==> src/rtl/sram_arbiter.sv <==
// sram_arbiter: shares the single external next186 SRAM (8-bit data, 21-bit address)
// between ioctl download writes, video fetch reads and CPU/system bus accesses.
// Each access runs SETUP, ACCESS_CYCLES x STROBE, then HOLD. All outputs are registered.
module sram_arbiter #(
    parameter int unsigned ACCESS_CYCLES = 2,
    parameter int unsigned STARVE_LIMIT  = 4,
    parameter logic [20:0] IOCTL_BASE    = 21'h000000
) (
    input  logic        clk_28_636,
    input  logic        reset,

    input  logic        cpu_req,
    input  logic        cpu_we,
    input  logic [20:0] cpu_addr,
    input  logic [7:0]  cpu_wdata,
    output logic        cpu_ack,
    output logic [7:0]  cpu_rdata,

    input  logic        vid_req,
    input  logic [20:0] vid_addr,
    output logic        vid_ack,
    output logic [7:0]  vid_rdata,

    input  logic        ioctl_download,
    input  logic        ioctl_wr,
    input  logic [24:0] ioctl_addr,
    input  logic [7:0]  ioctl_dout,
    output logic        ioctl_wait,
    output logic        ioctl_ovf,

    output logic [20:0] SRAM_A,
    output logic        SRAM_WE_n,
    output logic [7:0]  sram_dout,
    output logic        sram_doe,
    input  logic [7:0]  sram_din,

    output logic        busy
);

    localparam logic [1:0] ST_IDLE   = 2'd0;
    localparam logic [1:0] ST_SETUP  = 2'd1;
    localparam logic [1:0] ST_STROBE = 2'd2;
    localparam logic [1:0] ST_HOLD   = 2'd3;

    localparam logic [1:0] OWN_NONE = 2'd0;
    localparam logic [1:0] OWN_IO   = 2'd1;
    localparam logic [1:0] OWN_VID  = 2'd2;
    localparam logic [1:0] OWN_CPU  = 2'd3;

    localparam logic [3:0] LAST_STROBE = 4'(ACCESS_CYCLES - 1);
    localparam logic [3:0] STREAK_MAX  = 4'(STARVE_LIMIT);

    logic [1:0]  state;
    logic [1:0]  owner;
    logic [1:0]  sel;
    logic [3:0]  strobe_cnt;
    logic [3:0]  streak;
    logic        we_r;

    logic        io_pend;
    logic [20:0] io_addr;
    logic [7:0]  io_data;
    logic        io_done;

    logic        cpu_elig;
    logic        cpu_forced;

    // Upper download address bits select nothing inside the 2 MB SRAM window.
    logic        unused_addr_hi;
    assign unused_addr_hi = ^ioctl_addr[24:21];

    assign ioctl_wait = io_pend;
    assign cpu_elig   = cpu_req && !ioctl_download;
    assign cpu_forced = cpu_elig && (streak == STREAK_MAX);
    assign io_done    = (state == ST_HOLD) && (owner == OWN_IO);

    // Fixed priority: pending ioctl, starved CPU, video, CPU.
    always_comb begin
        sel = OWN_NONE;
        if (io_pend)
            sel = OWN_IO;
        else if (cpu_forced)
            sel = OWN_CPU;
        else if (vid_req)
            sel = OWN_VID;
        else if (cpu_elig)
            sel = OWN_CPU;
    end

    // Single-entry ioctl write buffer; a strobe landing on the completing HOLD refills it.
    always_ff @(posedge clk_28_636) begin
        if (reset) begin
            io_pend   <= 1'b0;
            io_addr   <= '0;
            io_data   <= '0;
            ioctl_ovf <= 1'b0;
        end else begin
            if (io_done)
                io_pend <= 1'b0;
            if (ioctl_wr) begin
                if (!io_pend || io_done) begin
                    io_addr <= IOCTL_BASE + ioctl_addr[20:0];
                    io_data <= ioctl_dout;
                    io_pend <= 1'b1;
                end else begin
                    ioctl_ovf <= 1'b1;
                end
            end
        end
    end

    // Counts consecutive video grants taken while the CPU is left waiting.
    always_ff @(posedge clk_28_636) begin
        if (reset) begin
            streak <= '0;
        end else if (state == ST_IDLE) begin
            if (!cpu_elig || sel == OWN_CPU)
                streak <= '0;
            else if (sel == OWN_VID && streak != STREAK_MAX)
                streak <= streak + 4'd1;
        end
    end

    // Access sequencer driving the SRAM pins, acks and read-data registers.
    always_ff @(posedge clk_28_636) begin
        if (reset) begin
            state      <= ST_IDLE;
            owner      <= OWN_NONE;
            strobe_cnt <= '0;
            we_r       <= 1'b0;
            SRAM_A     <= '0;
            SRAM_WE_n  <= 1'b1;
            sram_dout  <= '0;
            sram_doe   <= 1'b0;
            busy       <= 1'b0;
            cpu_ack    <= 1'b0;
            vid_ack    <= 1'b0;
            cpu_rdata  <= '0;
            vid_rdata  <= '0;
        end else begin
            cpu_ack <= 1'b0;
            vid_ack <= 1'b0;
            case (state)
                ST_IDLE: begin
                    sram_doe  <= 1'b0;
                    SRAM_WE_n <= 1'b1;
                    if (sel != OWN_NONE) begin
                        state <= ST_SETUP;
                        busy  <= 1'b1;
                        owner <= sel;
                        case (sel)
                            OWN_IO: begin
                                SRAM_A    <= io_addr;
                                sram_dout <= io_data;
                                we_r      <= 1'b1;
                                sram_doe  <= 1'b1;
                            end
                            OWN_VID: begin
                                SRAM_A   <= vid_addr;
                                we_r     <= 1'b0;
                                sram_doe <= 1'b0;
                            end
                            default: begin
                                SRAM_A    <= cpu_addr;
                                sram_dout <= cpu_wdata;
                                we_r      <= cpu_we;
                                sram_doe  <= cpu_we;
                            end
                        endcase
                    end
                end
                ST_SETUP: begin
                    state      <= ST_STROBE;
                    strobe_cnt <= '0;
                    SRAM_WE_n  <= !we_r;
                end
                ST_STROBE: begin
                    if (strobe_cnt == LAST_STROBE) begin
                        state     <= ST_HOLD;
                        SRAM_WE_n <= 1'b1;
                        if (owner == OWN_CPU) begin
                            cpu_ack <= 1'b1;
                            if (!we_r)
                                cpu_rdata <= sram_din;
                        end
                        if (owner == OWN_VID) begin
                            vid_ack   <= 1'b1;
                            vid_rdata <= sram_din;
                        end
                    end else begin
                        strobe_cnt <= strobe_cnt + 4'd1;
                    end
                end
                default: begin
                    state     <= ST_IDLE;
                    busy      <= 1'b0;
                    sram_doe  <= 1'b0;
                    SRAM_WE_n <= 1'b1;
                    owner     <= OWN_NONE;
                end
            endcase
        end
    end

endmodule

==> config.mk <==
export PLATFORM = sky130hd
export DESIGN_NAME = sram_arbiter
export DESIGN_NICKNAME = d
export VERILOG_FILES = /design/src/rtl/sram_arbiter.sv
export SDC_FILE = /design/constraint.sdc
export NUM_CORES = 1
export LEC_CHECK = 0
export BUFFER_PORTS_ARGS = -buffer_cell sky130_fd_sc_hd__buf_2
export CORE_MARGIN = 1
export CORE_UTILIZATION = 54
export DETAILED_ROUTE_END_ITERATION = 10
export PLACE_DENSITY = 0.85
export RECOVER_POWER = 50
export SYNTH_ARGS = -nofsm -noshare
export SYNTH_HDL_FRONTEND = slang
export SYNTH_SLANG_ARGS = --single-unit
==> constraint.sdc <==
create_clock -name clk_28_636 -period 4.53 [get_ports clk_28_636]
set_clock_uncertainty 0.15 [all_clocks]
set_input_delay 0.6795 -clock clk_28_636 [delete_from_list [all_inputs] [get_ports clk_28_636]]
set_output_delay 0.6795 -clock clk_28_636 [all_outputs]
set_load 0.05 [all_outputs]
==> results of run 1 <==
[cells in the mapped netlist (all sizes together) (5+ instances only)]
master,n
nand2,102
dfxtp,94
mux2i,48
a21oi,36
nor2,34
clkbuf,30
a22oi,22
a211o,21
ha,13
nand3,13
inv,12
o21ai,10
buf,9
a211oi,8
nor2b,5
[worst max path at each step]
| stage | to | cells after the start | slack (ns) |
|---|---|---|---|
| 3_5_place_dp | sram_dout[5] | 8 | 1.11 |
| 4_1_cts | streak[2] | 8 | 1.41 |
| 2_1_floorplan | sram_dout[6] | 9 | 1.91 |
| 5_1_grt | state[0] | 5 | 1.07 |
| 6_report | state[0] | 5 | 1.31 |
| 3_3_place_gp | sram_dout[4] | 8 | 1.25 |
[sequential cells by signal, summed over array words and instances, names as in the netlist, 2 cells and up]
signal / flops
io_addr: 21
state: 2
strobe_cnt: 4
io_data: 8
SRAM_A: 21
sram_dout: 8
vid_rdata: 8
owner: 2
streak: 4
cpu_rdata: 8
[report_power, final]
| part | switching, W | total, W | internal [W] |
|---|---|---|---|
| registers | 0.0000750 | 0.00102 | 0.000940 |
| clock network | 0.000289 | 0.000520 | 0.000231 |
| logic | 0.000680 | 0.000961 | 0.000282 |
| total | 0.00104 | 0.00250 | 0.00145 |
[cell type report]
type                       count  area, sq um  area share
clock buffer                  12        155.1     0.02971
inverter                      12        45.04    0.008627
tap                          102        127.6     0.02444
clock inverter                 4        31.28    0.005991
timing repair buffer         150        690.7      0.1323
multi-input combinational    360         2290      0.4385
sequential                    94         1882      0.3604
[logic make-up after synthesis]
| kind of cell | synth area share |
|---|---|
| simple gates | 0.1912 |
| buf+inv | 0.04809 |
| compound gates | 0.1804 |
| flops | 0.4306 |
| mux | 0.1125 |
| fa+ha+maj | 0.03722 |
[metal layers]
layer	track usage	part of all wire
met5	0	0
met4	0.09766	0.018
met3	0.04975	0.068
met2	0.4739	0.50
met1	0.3189	0.41
[stage by stage]
step | util | std cells
after global placement | 0.6575 | 718
after global routing | 0.6722 | 734
after detailed placement | 0.6575 | 718
final | 0.6722 | 734
after floorplan | - | 505
after CTS | 0.6815 | 734
[worst register-to-register path, cell delays in order (launching register included)]
cell and delay [ns]:
dfxtp_1 0.42, inv_1 0.07, ha_1 0.22, and3b_1 0.22, o22ai_1 0.35, ha_1 0.90
nand4_1 0.25, a32oi_1 0.27, a21oi_1 0.10
==> results.sh, run 1 <==
export IMPL_worstMarginPinSlew_ns=2.636
export IMPL_violations="max-capacitance violations, max-slew violations"
export IMPL_critical_path_peak_fanout=56
export IMPL_place_area_sq_um=5107
export IMPL_wl_microns=11090
export IMPL_syn_to_final_growth_pct=19.47
export IMPL_cp_startpoint="reset"
export IMPL_ir_drop_uv=243.4
export IMPL_path_cells="clkbuf_1 > clkbuf_1 > or2_2 > a221o_2 > o31ai_1"
export IMPL_synth_cell_types=49
export IMPL_antenna_found_initial=0
export IMPL_cts_hold_buf=0
export IMPL_crit_required_ns=4.52
export IMPL_hold_path_class="register to register"
export IMPL_layout_nets=738
export IMPL_timing_final_crit_share=0.7114
export IMPL_hold_ws_ns=0.3089
export IMPL_r2r_start="streak[0]"
export IMPL_status="finished, violations left"
export IMPL_synth_edf_count=0
export IMPL_setup_viol=0
export IMPL_drive_gt1_frac=0.1915
export IMPL_hold_end="SRAM_A[16]"
export IMPL_coreArea_sq_um=7767
export IMPL_worstSetupPathType="input pin to register"
export IMPL_final_common_cell="nand2_1"
export IMPL_initial_utilization=0.5627
export IMPL_maxCapViolations=2
export IMPL_cts_buffers_inserted=9
export IMPL_slew_headroom=-0.7575
export IMPL_fin_crit_ns=3.223
export IMPL_port_buffers=145
export IMPL_die_area_sq_um=8458
export IMPL_synthesis_area_sq_um=4370
export IMPL_worstPathArrival_ns=3.21
export IMPL_grt_pass1_wl_microns=18240
export IMPL_ys_warn_count=0
export IMPL_place_gp_congestion=0.8262
export IMPL_avgSynthCellArea_sq_um=8.654
export IMPL_io_pins=150
export IMPL_n_antenna_cell=0
export IMPL_synth_area_leaders="dfxtp_1, mux2i_1, nand2_1"
export IMPL_ys_seq_area_frac=0.4306
export IMPL_syn_nets=616
export IMPL_post_cts_resized=0
export IMPL_synth_cells=505
export IMPL_clk_pin_slew_ns=0.09
export IMPL_wire_per_inst_microns=15.11
export IMPL_hold_depth=2
export IMPL_die_w_microns=91.97
export IMPL_grt_max_degree=59
export IMPL_track_usage=0.2667
export IMPL_postCtsSetupRepairBufs=0
export IMPL_die_h_microns=91.97
export IMPL_critPathLaunchType="input pin"
export IMPL_dp_hpwl_microns=7783
export IMPL_finalSetupTns_ns=0
export IMPL_synth_top_area_frac=0.4306
export IMPL_fmax_ghz=0.3103
export IMPL_grt_overflow=0
export IMPL_htreeDepth=3
export IMPL_leakage_nw=2.123
export IMPL_endpoint_kind="register"
export IMPL_p_per_area_nw_per_um2=478.1
export IMPL_cts_root_buf="clkbuf_8"
export IMPL_dp_slack_ns=1.105
export IMPL_cp_slowest_cell="clkbuf_1"
export IMPL_cp_slowest_stage_delay_ns=1.87
export IMPL_core_rowCount=32
export IMPL_cts_buffer_depth=2
export IMPL_timing_final_ws_setup_ns=1.307
export IMPL_drc=0
export IMPL_vias_per_cell=5.644
export IMPL_cts_tree="built"
export IMPL_cts_sinks=94
export IMPL_r2r_cells=8
export IMPL_clk_latency_ns=0.35
export IMPL_fin_total_pwr_w=0.002496
export IMPL_grt_pass1_vias=4061
export IMPL_hold_start="SRAM_A[16]"
export IMPL_drtAntennaViolNets=0
export IMPL_drtIter0Drc=182
export IMPL_cpMostUsedCell="clkbuf_1"
export IMPL_critPathTopFamily="buffers and inverters"
export IMPL_finalMaxSlewViolations=87
export IMPL_yosysTopAreaCell="dfxtp_1"
export IMPL_rsz0062_at_grt="false"
export IMPL_synth_ff_type="dfxtp_1"
export IMPL_final_cell_mix="nand2_1, dfxtp_1, buf_2"
export IMPL_synth_seq_cells=94
export IMPL_n_fill_cell=691
export IMPL_final_area_sq_um=5221
export IMPL_crit_buf_inv=2
export IMPL_r2r_end="streak[3]"
export IMPL_regToRegSetupSlack_ns=1.35
export IMPL_firstDrtPassIters=5
export IMPL_hold_viol_final=0
export IMPL_vias=4143
export IMPL_synthArstFlopShare=0
No activity file was read; power rests on OpenSTA's default activity.
==> inputs of run 2 (changes only) <==
Settings changed: CORE_UTILIZATION 54 to 50, PLACE_DENSITY 0.85 to 0.8.
Clock period 4.53 ns to 3 ns, I/O delays scaled along.
==> run 2 against run 1 <==
Compared with the run above: the run now ends clean; first-iteration DRC count increased by 8.2%; utilization decreased by 3.6 points; sequential power increased by 50%; wire length decreased by 0.46%; clock-buffer cell count decreased by 2; critical path depth increased by 4; non-clock buffer count increased by 4; flip-flop and latch count unchanged; clock power increased by 67%; hold slack got worse by 0.14 ns; via count decreased by 1.4%; global-route usage decreased by 2.0 points; critical endpoint is now SRAM_A[8]; largest cell class unchanged; highest routed layer unchanged.
==> results.sh, run 2 (same netlist as run 1, synthesis figures left out) <==
export IMPL_core_rowCount=33
export IMPL_grt_pass1_vias=3922
export IMPL_drive_gt1_frac=0.2028
export IMPL_hold_end="io_addr[10]"
export IMPL_clk_latency_ns=0.36
export IMPL_wl_microns=11040
export IMPL_port_buffers=145
export IMPL_r2r_end="SRAM_A[8]"
export IMPL_crit_required_ns=3.14
export IMPL_vias_per_cell=5.511
export IMPL_endpoint_kind="register"
export IMPL_regToRegSetupSlack_ns=0.23
export IMPL_timing_final_crit_share=0.9247
export IMPL_final_common_cell="nand2_1"
export IMPL_firstDrtPassIters=4
export IMPL_worstPathArrival_ns=2.91
export IMPL_cts_root_buf="clkbuf_8"
export IMPL_timing_final_ws_setup_ns=0.2258
export IMPL_fmax_ghz=0.3605
export IMPL_hold_start="ioctl_addr[10]"
export IMPL_p_per_area_nw_per_um2=734.1
export IMPL_cts_sinks=94
export IMPL_maxCapViolations=0
export IMPL_r2r_cells=9
export IMPL_drc=0
export IMPL_initial_utilization=0.5240
export IMPL_n_fill_cell=742
export IMPL_place_gp_congestion=0.8137
export IMPL_setup_viol=0
export IMPL_coreArea_sq_um=8341
export IMPL_fin_crit_ns=2.774
export IMPL_cts_tree="built"
export IMPL_finalMaxSlewViolations=0
export IMPL_dp_hpwl_microns=7690
export IMPL_hold_depth=3
export IMPL_rsz0062_at_grt="false"
export IMPL_postCtsSetupRepairBufs=0
export IMPL_ir_drop_uv=326.8
export IMPL_die_area_sq_um=9118
export IMPL_worstMarginPinSlew_ns=1.022
export IMPL_vias=4084
export IMPL_place_area_sq_um=5166
export IMPL_hold_viol_final=0
export IMPL_status="finished, final reports clean"
export IMPL_wire_per_inst_microns=14.90
export IMPL_cts_buffers_inserted=9
export IMPL_drtAntennaViolNets=0
export IMPL_clk_pin_slew_ns=0.10
export IMPL_slew_headroom=0.3184
export IMPL_die_w_microns=95.49
export IMPL_cp_slowest_cell="ha_1"
export IMPL_cp_slowest_stage_delay_ns=0.73
export IMPL_path_cells="inv_1 > ha_1 > and3b_1 > o22ai_1 > inv_1 > ha_1 > a22oi_1 > a211o_1 > a21oi_1"
export IMPL_antenna_found_initial=0
export IMPL_layout_nets=742
export IMPL_critical_path_peak_fanout=21
export IMPL_hold_path_class="input pin to register"
export IMPL_drtIter0Drc=197
export IMPL_worstSetupPathType="register to register"
export IMPL_track_usage=0.2463
export IMPL_grt_overflow=0
export IMPL_largest_registers="SRAM_A x21, io_addr x21"
export IMPL_cts_hold_buf=0
export IMPL_leakage_nw=2.183
export IMPL_grt_pass1_wl_microns=17540
export IMPL_final_cell_mix="nand2_1, dfxtp_1, buf_2"
export IMPL_r2r_start="streak[0]"
export IMPL_grt_max_degree=44
export IMPL_final_area_sq_um=5308
export IMPL_postLayoutCoreUtil=0.6364
export IMPL_critPathLaunchType="register"
export IMPL_finalSetupTns_ns=0
export IMPL_syn_to_final_growth_pct=21.44
export IMPL_htreeDepth=3
export IMPL_n_antenna_cell=0
export IMPL_io_pins=150
export IMPL_die_h_microns=95.49
export IMPL_cts_buffer_depth=2
export IMPL_dp_slack_ns=0.1896
run 2: worst max-delay path by stage:
stage / start / endpoint / slack (ns)
detailed placement: streak[0] / streak[1] / 0.19
finish: streak[0] / SRAM_A[8] / 0.23
CTS: streak[0] / streak[1] / 0.12
global route: streak[0] / SRAM_A[4] / 0.06
global placement: cpu_req / SRAM_A[0] / 0.28
floorplan: ioctl_wait / sram_dout[6] / 0.55
run 2: layout make-up:
class,instances,area [sq um],area share
well taps,105,131.4,0.02475
repair buffers,154,750.7,0.1414
inverters,12,45.04,0.008487
flip-flops and latches,94,1882,0.3545
clock inverters,6,66.31,0.01249
clock buffers,10,137.6,0.02593
multi-input cells,360,2295,0.4323
run 2: where the power goes:
| group | switching (W) | internal (W) | leakage [nW] |
|---|---|---|---|
| clock | 0.000457 | 0.000413 | 0.107 |
| sequential | 0.000110 | 0.00142 | 0.769 |
| combinational | 0.00104 | 0.000460 | 1.31 |
run 2: critical path, delay by kind of cell, from the launching register on:
| family | cells | cell delay (ns) |
|---|---|---|
| AND/OR/NAND/NOR | 1 | 0.23 |
| buffers and inverters | 2 | 0.23 |
| adder cells (fa/ha/maj) | 2 | 0.89 |
| AO/OA/AOI/OAI | 4 | 0.85 |
| flip-flops | 1 | 0.36 |
run 2: metrics by stage:
step           cells  hold slack (ns)  power [W]
5_1_grt          741           0.1602   0.004112
3_3_place_gp     725           0.2882   0.003019
3_5_place_dp     725           0.2969   0.003074
4_1_cts          741           0.1581   0.003940
6_report         741           0.1703   0.003896
2_1_floorplan    505           0.2844   0.002685
run 2: per-layer routing:
metal,global-route usage,part of all wire,wire [microns],up-vias
met5,0,0,0,-
met4,0.1082,0.012,137,0
met2,0.4238,0.49,5420,129
met1,0.2958,0.44,4827,1917
li1,-,-,-,2020
met3,0.05024,0.059,654,18
run 2: repair_timing:
action	in CTS	in global routing
setup endpoints to repair	0	2
hold endpoints to repair	0	0
gates resized for setup	0	1
==> inputs of run 3 (changes only) <==
Settings changed: ABC_AREA from default to 1, CELL_PAD_IN_SITES_DETAIL_PLACEMENT from default to 2, CELL_PAD_IN_SITES_GLOBAL_PLACEMENT from default to 2, CORE_UTILIZATION 50 to 26, PLACE_DENSITY 0.8 to default, PLACE_DENSITY_LB_ADDON from default to 0.1.
==> run 3 against run 2 <==
Compared with the run above: design area rose by 0.99%; critical path depth rose by 2; sequential share of layout area fell by 0.35 points; clock power rose by 33%; synthesized cell count rose by 19%; non-clock buffer count fell by 1; setup slack improved by 0.21 ns; cell count rose by 28%; flip-flop and latch count did not move; via count rose by 8.6%; largest power group unchanged.
==> results.sh, run 3 <==
export IMPL_n_fill_cell=1966
export IMPL_wire_per_inst_microns=15.56
export IMPL_seqPwrFrac=0.374
export IMPL_cts_hold_buf=0
export IMPL_synth_commonest_cells="nand2_1, dfxtp_1, a21oi_1"
export IMPL_ys_warn_count=0
export IMPL_synth_seq_cells=94
export IMPL_worstPathArrival_ns=2.69
export IMPL_setup_viol=0
export IMPL_n_antenna_cell=0
export IMPL_fmax_ghz=0.3903
export IMPL_grt_max_degree=50
export IMPL_coreArea_sq_um=15940
export IMPL_crit_required_ns=3.13
export IMPL_yosysTopAreaCell="dfxtp_1"
export IMPL_fin_crit_ns=2.562
export IMPL_ir_drop_uv=430.7
export IMPL_synth_cell_types=21
export IMPL_core_rowCount=46
export IMPL_wl_microns=14790
export IMPL_layout_nets=842
export IMPL_place_gp_congestion=0.7624
export IMPL_critPathLaunchType="register"
export IMPL_post_cts_resized=0
export IMPL_synthesis_area_sq_um=4250
export IMPL_synth_edf_count=0
export IMPL_drc=0
export IMPL_combPwrFrac=0.354
export IMPL_hold_path_class="input pin to register"
export IMPL_initial_utilization=0.2666
export IMPL_die_w_microns=129.9
export IMPL_p_sw_w=0.001758
export IMPL_port_buffers=145
export IMPL_cp_slowest_stage_delay_ns=0.75
export IMPL_drtAntennaViolNets=0
export IMPL_worstSetupPathType="register to register"
export IMPL_critical_path_peak_fanout=21
export IMPL_dp_hpwl_microns=11010
export IMPL_worstMarginPinSlew_ns=1.418
export IMPL_vias=4436
export IMPL_vias_per_cell=4.665
export IMPL_drtIter0Drc=90
export IMPL_finalMaxSlewViolations=0
export IMPL_ys_seq_area_frac=0.4427
export IMPL_intPower_w=0.002495
export IMPL_swShare=0.4134
export IMPL_path_cells="inv_1 > ha_1 > nand2_1 > nor2_1 > nand2_1 > nand3_1 > ha_1 > nand2_1 > nand3_1 > o21ai_0 > a21oi_1"
export IMPL_rsz0062_at_grt="false"
export IMPL_grt_overflow=0
export IMPL_synth_cells=603
export IMPL_clk_pin_slew_ns=0.07
export IMPL_avgSynthCellArea_sq_um=7.049
export IMPL_crit_buf_inv=1
export IMPL_p_per_area_nw_per_um2=793.5
export IMPL_largest_registers="SRAM_A x21, io_addr x21"
export IMPL_synth_top_area_frac=0.4427
export IMPL_leakage_nw=2.315
export IMPL_final_cell_mix="nand2_1, dfxtp_1, buf_2"
export IMPL_endpoint_kind="register"
export IMPL_finalSetupTns_ns=0
export IMPL_timing_final_ws_setup_ns=0.4381
export IMPL_slew_headroom=0.05488
export IMPL_dp_slack_ns=0.4011
export IMPL_final_common_cell="nand2_1"
export IMPL_syn_to_final_growth_pct=26.11
export IMPL_postCtsSetupRepairBufs=0
export IMPL_hold_viol_final=0
export IMPL_multi_input_area_sq_um=1999
export IMPL_cp_slowest_cell="ha_1"
export IMPL_cts_buffer_depth=2
export IMPL_clk_latency_ns=0.35
export IMPL_htreeDepth=3
export IMPL_grt_pass1_vias=4777
export IMPL_die_area_sq_um=16860
export IMPL_cts_buffers_inserted=9
export IMPL_die_h_microns=129.9
export IMPL_antenna_found_initial=3
export IMPL_drive_gt1_frac=0.1673
export IMPL_syn_nets=714
export IMPL_synth_ff_type="dfxtp_1"
export IMPL_layout_area_seq_sq_um=1882
export IMPL_firstDrtPassIters=4
export IMPL_timing_final_crit_share=0.8540
export IMPL_cpMostUsedCell="nand2_1"
export IMPL_io_pins=150
export IMPL_cts_sinks=94
export IMPL_yosysMostFrequentCell="nand2_1"
export IMPL_critPathTopFamily="adder cells"
export IMPL_cts_tree="built"
export IMPL_synthArstFlopShare=0
export IMPL_grt_pass1_wl_microns=23090
export IMPL_maxCapViolations=0
export IMPL_track_usage=0.1787
export IMPL_clkPwrFrac=0.273
export IMPL_cts_root_buf="clkbuf_16"
export IMPL_synth_area_leaders="dfxtp_1, nand2_1, a21oi_1"
export IMPL_status="finished, final reports clean"
run 3: worst paths after layout:
check | start | endpoint | slack [ns] | cells past startpoint
setup reg to reg | streak[0] | SRAM_A[0] | 0.44 | 11
hold / removal | sram_din[0] | cpu_rdata[0] | 0.20 | 3
setup / recovery | streak[0] | SRAM_A[0] | 0.44 | 11
hold reg to reg | io_addr[12] | io_addr[12] | 0.31 | 2
run 3: power groups by stage:
stage | clock network, W | logic [W] | registers (W)
2_1_floorplan | 0 | 0.000650 | 0.00208
3_3_place_gp | 0 | 0.00153 | 0.00160
3_5_place_dp | 0 | 0.00158 | 0.00161
4_1_cts | 0.00120 | 0.00158 | 0.00159
5_1_grt | 0.00124 | 0.00166 | 0.00162
6_report | 0.00116 | 0.00150 | 0.00159
run 3: metal layers:
layer | track usage | vias to the layer above | wire length, microns
met5 | 0 | - | 31
met4 | 0.04720 | 4 | 146
met3 | 0.05207 | 14 | 782
met2 | 0.3507 | 91 | 7945
met1 | 0.1824 | 2122 | 5888
li1 | - | 2205 | -
run 3: cell type report:
class	instances	area share
clock buffers	11	0.04528
clock inverters	4	0.008870
inverters	47	0.03291
multi-input cells	426	0.3730
flip-flops and latches	94	0.3511
well taps	216	0.05042
repair buffers	153	0.1384
run 3: cell families after synthesis:
kind of cell / Yosys count / synth area share
AOI/OAI and AO/OA: 136 / 0.1607
xor gates and xnor gates: 1 / 0.002061
adders and majority gates: 13 / 0.03827
buffers and inverters: 83 / 0.08390
DFF: 94 / 0.4427
and+or+nand+nor: 276 / 0.2723
run 3: worst min-delay path, cell delays in order:
cell and delay, ns:
buf_2 0.08, nor2_1 0.04, nor2_1 0.08
run 3: per-stage QoR:
| step | util | hold WS (ns) | area, sq um | instances | power [W] |
|---|---|---|---|---|---|
| after floorplan | - | 0.2893 | 4250 | 603 | 0.002731 |
| after global placement | 0.3231 | 0.2949 | 5151 | 936 | 0.003134 |
| after detailed placement | 0.3231 | 0.3080 | 5151 | 936 | 0.003191 |
| after CTS | 0.3413 | 0.1949 | 5441 | 951 | 0.004379 |
| after global routing | 0.3362 | 0.2182 | 5360 | 951 | 0.004519 |
| final | 0.3362 | 0.2025 | 5360 | 951 | 0.004254 |
